### src/rtl/trap_controller.sv
// Exception sequencer: arbitrates TLB misses and IRET, pulses the system register
// file capture strobes, flushes the pipeline and redirects fetch.
module trap_controller #(
    parameter logic [31:0] HANDLER_VEC  = 32'h0000_2000,
    parameter int unsigned FLUSH_CYCLES = 3
) (
    input  logic        clk,
    input  logic        reset,
    input  logic        itlb_miss,
    input  logic [31:0] itlb_vaddr,
    input  logic [31:0] if_pc,
    input  logic        dtlb_miss,
    input  logic [31:0] dtlb_vaddr,
    input  logic [31:0] mem_pc,
    input  logic        iret_req,
    input  logic [31:0] epc_in,
    input  logic        supervisor_mode,
    output logic        tlb_miss,
    output logic [31:0] tlb_pc,
    output logic [31:0] tlb_addr,
    output logic        iret,
    output logic        flush,
    output logic        pc_redirect,
    output logic [31:0] pc_redirect_target,
    output logic        busy,
    output logic        halted,
    output logic [2:0]  dbg_state
);
    typedef enum logic [2:0] {
        S_IDLE       = 3'd0,
        S_TRAP_FLUSH = 3'd1,
        S_IRET_FLUSH = 3'd2,
        S_REDIRECT   = 3'd3,
        S_HALT       = 3'd4
    } state_t;

    localparam logic [3:0] CNT_INIT = 4'(FLUSH_CYCLES - 1);

    state_t      state_q;
    logic [3:0]  cnt_q;
    logic [31:0] epc_q;
    logic        tlb_miss_q, iret_q, flush_q, pc_redirect_q, busy_q, halted_q;
    logic [31:0] tlb_pc_q, tlb_addr_q, target_q;

    // Requests are plain levels with no ready handshake: they are sampled only in
    // IDLE (busy=0); anything raised while busy=1 is dropped, never queued.
    logic        req_trap, req_iret;
    logic [31:0] src_pc, src_addr;

    always_comb begin
        req_trap = 1'b0;
        req_iret = 1'b0;
        src_pc   = if_pc;
        src_addr = itlb_vaddr;
        if (dtlb_miss) begin
            req_trap = 1'b1;
            src_pc   = mem_pc;
            src_addr = dtlb_vaddr;
        end else if (iret_req && supervisor_mode) begin
            req_iret = 1'b1;
        end else if (itlb_miss) begin
            req_trap = 1'b1;
        end
    end

    always_ff @(posedge clk) begin
        if (reset) begin
            state_q       <= S_IDLE;
            cnt_q         <= 4'd0;
            epc_q         <= 32'd0;
            tlb_miss_q    <= 1'b0;
            iret_q        <= 1'b0;
            flush_q       <= 1'b0;
            pc_redirect_q <= 1'b0;
            busy_q        <= 1'b0;
            halted_q      <= 1'b0;
            tlb_pc_q      <= 32'd0;
            tlb_addr_q    <= 32'd0;
            target_q      <= 32'd0;
        end else begin
            case (state_q)
                S_IDLE: begin
                    tlb_miss_q    <= 1'b0;
                    iret_q        <= 1'b0;
                    flush_q       <= 1'b0;
                    pc_redirect_q <= 1'b0;
                    busy_q        <= 1'b0;
                    if (req_trap && supervisor_mode) begin
                        // Fault while already in the handler: park forever.
                        state_q  <= S_HALT;
                        halted_q <= 1'b1;
                        flush_q  <= 1'b1;
                        busy_q   <= 1'b1;
                    end else if (req_trap) begin
                        state_q    <= S_TRAP_FLUSH;
                        cnt_q      <= CNT_INIT;
                        tlb_miss_q <= 1'b1;
                        tlb_pc_q   <= src_pc;
                        tlb_addr_q <= src_addr;
                        flush_q    <= 1'b1;
                        busy_q     <= 1'b1;
                    end else if (req_iret) begin
                        state_q <= S_IRET_FLUSH;
                        cnt_q   <= CNT_INIT;
                        epc_q   <= epc_in;
                        iret_q  <= 1'b1;
                        flush_q <= 1'b1;
                        busy_q  <= 1'b1;
                    end
                end
                S_TRAP_FLUSH, S_IRET_FLUSH: begin
                    tlb_miss_q <= 1'b0;
                    iret_q     <= 1'b0;
                    if (cnt_q == 4'd0) begin
                        state_q       <= S_REDIRECT;
                        flush_q       <= 1'b0;
                        pc_redirect_q <= 1'b1;
                        target_q      <= (state_q == S_TRAP_FLUSH) ? HANDLER_VEC : epc_q;
                    end else begin
                        cnt_q <= cnt_q - 4'd1;
                    end
                end
                S_REDIRECT: begin
                    state_q       <= S_IDLE;
                    pc_redirect_q <= 1'b0;
                    busy_q        <= 1'b0;
                end
                S_HALT: begin
                    halted_q <= 1'b1;
                    flush_q  <= 1'b1;
                    busy_q   <= 1'b1;
                end
                default: state_q <= S_IDLE;
            endcase
        end
    end

    assign tlb_miss           = tlb_miss_q;
    assign tlb_pc             = tlb_pc_q;
    assign tlb_addr           = tlb_addr_q;
    assign iret               = iret_q;
    assign flush              = flush_q;
    assign pc_redirect        = pc_redirect_q;
    assign pc_redirect_target = target_q;
    assign busy               = busy_q;
    assign halted             = halted_q;
    assign dbg_state          = state_q;
endmodule

### config.mk
export PLATFORM = sky130hd
export DESIGN_NAME = trap_controller
export DESIGN_NICKNAME = d
export VERILOG_FILES = /design/src/rtl/trap_controller.sv
export SDC_FILE = /design/constraint.sdc
export NUM_CORES = 1
export LEC_CHECK = 0
export ABC_AREA = 1
export CAP_MARGIN = 25
export CORE_MARGIN = 2
export CORE_UTILIZATION = 42
export CTS_CLUSTER_DIAMETER = 80
export DETAILED_ROUTE_END_ITERATION = 10
export GPL_ROUTABILITY_DRIVEN = 0
export PLACE_DENSITY = 0.81
export SLEW_MARGIN = 10
export SYNTH_ARGS = -nofsm -noshare
export SYNTH_HDL_FRONTEND = slang
export SYNTH_SLANG_ARGS = --single-unit
### constraint.sdc
create_clock -name clk -period 1.7 [get_ports clk]
set_clock_uncertainty 0.15 [all_clocks]
set_input_delay 0.17 -clock clk [delete_from_list [all_inputs] [get_ports clk]]
set_output_delay 0.17 -clock clk [all_outputs]
set_load 0.005 [all_outputs]
==> impl_metrics.ini <==
[yosys]
synthMuxAreaShare_pct = 0
yosysSeqAreaShare_pct = 47.18
synth_simple_gate_area_share_pct = 33.38
synth_compound_area_share_pct = 12.21
synth_xor_area_share_pct = 0.1464
synthAdderAreaFrac_pct = 0.4182
yosys.cell_types.count = 26
syn_area_per_cell_sq_um = 6.893
ys_warn_count = 0
syn-num-nets = 1036
synth_top_family_by_area = simple AND/OR/NAND/NOR gates
synthesis.instances = 868
ys_ff_latch = 141
syn_area_sq_um = 5983

[floorplan]
start_util_pct = 43.10
dieArea_sq_um = 15220
io_pins = 271
die_x_um = 123.4
rows = 43
die_height_um = 123.4
core_sq_um = 13880

[pwr]
total_power_mw = 12.63
power.switching_mw = 3.946
swShare_pct = 31.25
power_density_nw_per_um2 = 1305
p_clk_share_pct = 31.1
leakage_nw = 4.056
p_int_mw = 8.680
seqPwrFrac_pct = 33.5
irDropWorstVdd_uv = 801.3
comb_power_share_pct = 35.4

[sta]
fin_crit_sh_pct = 97.35
setup_viol = 0
min_period_ps = 1655
max_freq_mhz = 604.3
max-slew-margin-rel_pct = 71.35
fin_ws_ps = 45.09
slew_violations = 0
rsz0062_at_grt = true
finalHoldViolCount = 0
timing_worst_slew_pin_value_ps = 427.8

[grt]
antenna_found_initial = 0
gr-total-overflow = 0
grtUsageTotal_pct = 25.51
grt_pass1_vias = 6178
grt_pass1_wl_um = 30160
grt_max_degree = 65

[critical_path]
crit_path_max_incr_delay_ps = 520
required_ps = 1380
path_delay_family = buffers and inverters
path_max_fanout = 5
path_class = flip-flop to output port
critical_path.slowest_cell = clkdlybuf4s50_1
path_cells = clkdlybuf4s50_1
rrSetupSlack_ps = 80
crit_buf_inv = 1
cp-start-kind = flip-flop
end_kind = output port
arrival_ps = 1330

[clock_network]
cts-root-buf = clkbuf_16
path_clk_slew_ps = 60
cts_max_path_buffers = 2
cts_tree = yes
htree_num_levels = 4
postCtsHoldBufs = 0
numCtsBuffers = 17
cts_sinks = 141
clk_latency_ps = 410

[detailed_routing]
routed_wl_um = 19350
vias_per_cell = 4.887
maxUsedRoutingLayer = met4
ant_nets = 0
dr.pass1.iters = 6
drc = 0
drt-initial-drc-count = 450
vias = 6510
wire_per_inst_um = 14.53
wl_met2_um = 9399
dr_wl_met3_um = 1254
wl_met1_um = 7843

[outcome]
status = finished, final reports clean

[final_layout]
syn2layout_area_growth_pct = 61.65
final_cell_mix = clkdlybuf4s50_1 (267), nand2_1 (244), nor2_1 (209)
final_common_cell = clkdlybuf4s50_1
layout-drive-gt1-share_pct = 8.333
fin_nets = 1307
num_antenna_cells = 0

[place]
place_hpwl_um = 13940
numPortBuffers = 270
place_ws_ps = -188.5

[worst_hold_path]
hold_path.class = primary input to flip-flop

[job]
maxCapViolCount = 0
## worst paths after layout
path | cells past startpoint | startpoint | end
setup / recovery | 1 | dbg_state[2]$_SDFFE_PP0P_ | dbg_state[2]
hold / removal | 3 | epc_in[5] | epc_q[5]$_SDFFE_PP0P_
setup reg to reg | 9 | dbg_state[1]$_SDFFE_PP0P_ | dbg_state[1]$_SDFFE_PP0P_
hold reg to reg | 2 | pc_redirect_target[31]$_SDFFE_PP0P_ | pc_redirect_target[31]$_SDFFE_PP0P_
## area by class of cell
| cell class | count | area (sq um) |
|---|---|---|
| fillers | 1170 | 4209 |
| clock buffers | 22 | 474.2 |
| flip-flops and latches | 141 | 2826 |
| repair buffers | 310 | 3124 |
| multi-input cells | 651 | 2788 |
| clock inverters | 10 | 161.4 |
| inverters | 18 | 72.57 |
| well taps | 180 | 225.2 |
## sequential cells by signal, indices dropped and copies added, names as in the netlist
name / count
busy: 1
cnt_q: 4
dbg_state: 3
epc_q: 32
flush: 1
halted: 1
iret: 1
pc_redirect: 1
pc_redirect_target: 32
tlb_addr: 32
tlb_miss: 1
tlb_pc: 32
## synthesized netlist by cell type, drive strengths merged
cell,number,area share (%)
nand4,1,0.10
nor3b,1,0.13
ha,2,0.42
nand3,40,3.4
xnor2,1,0.15
clkinv,1,0.084
inv,17,1.1
a31oi,1,0.10
o22ai,1,0.10
clkbuf,17,1.1
nand2,248,16
o21ai,100,8.4
nor2,213,14
nand3b,1,0.13
o211ai,3,0.38
dfxtp,141,47
a21oi,39,3.3
buf,41,4.5
## routing by layer
metal | global-route usage, % | up-vias
met5 | 0 | -
li1 | - | 3297
met2 | 42.79 | 210
met4 | 13.92 | 0
met3 | 6.550 | 57
met1 | 29.68 | 2946
## power by group through the flow
stage	combinational (mW)	clock [mW]	sequential [mW]
2_1_floorplan	2.18	0	4.29
3_3_place_gp	4.29	0	4.25
3_5_place_dp	4.37	0	4.28
4_1_cts	4.41	3.99	4.22
5_1_grt	4.91	4.13	4.29
6_report	4.47	3.93	4.23
## through the flow
stage | std cells | setup TNS (ps) | hold WS [ps] | util [%] | cell area (sq um)
6_report | 1332 | 0 | 190.3 | 69.68 | 9672
3_3_place_gp | 1299 | -6493 | 292.8 | 64.79 | 8994
3_5_place_dp | 1299 | -9240 | 303.8 | 64.79 | 8994
2_1_floorplan | 868 | 0 | 154.9 | - | 5983
4_1_cts | 1332 | 0 | 178.0 | 69.45 | 9641
5_1_grt | 1332 | -22.76 | 192.7 | 69.68 | 9672
## cell families (layout without fill, tap and decap cells)
logic type | after synthesis | after routing
XOR/XNOR | 1 | 1
buffers and inverters | 76 | 360
AO/OA/AOI/OAI | 144 | 144
flip-flops | 141 | 141
adder cells (fa/ha/maj) | 2 | 2
AND/OR/NAND/NOR | 504 | 504
## what timing repair did
| item | in CTS | in global routing |
|---|---|---|
| pin swaps | 0 | 1 |
| buffers inserted | 1 | 0 |
| setup endpoints to repair | 6 | 34 |
| gates resized for setup | 6 | 10 |
(Power assumes the default switching activity.)
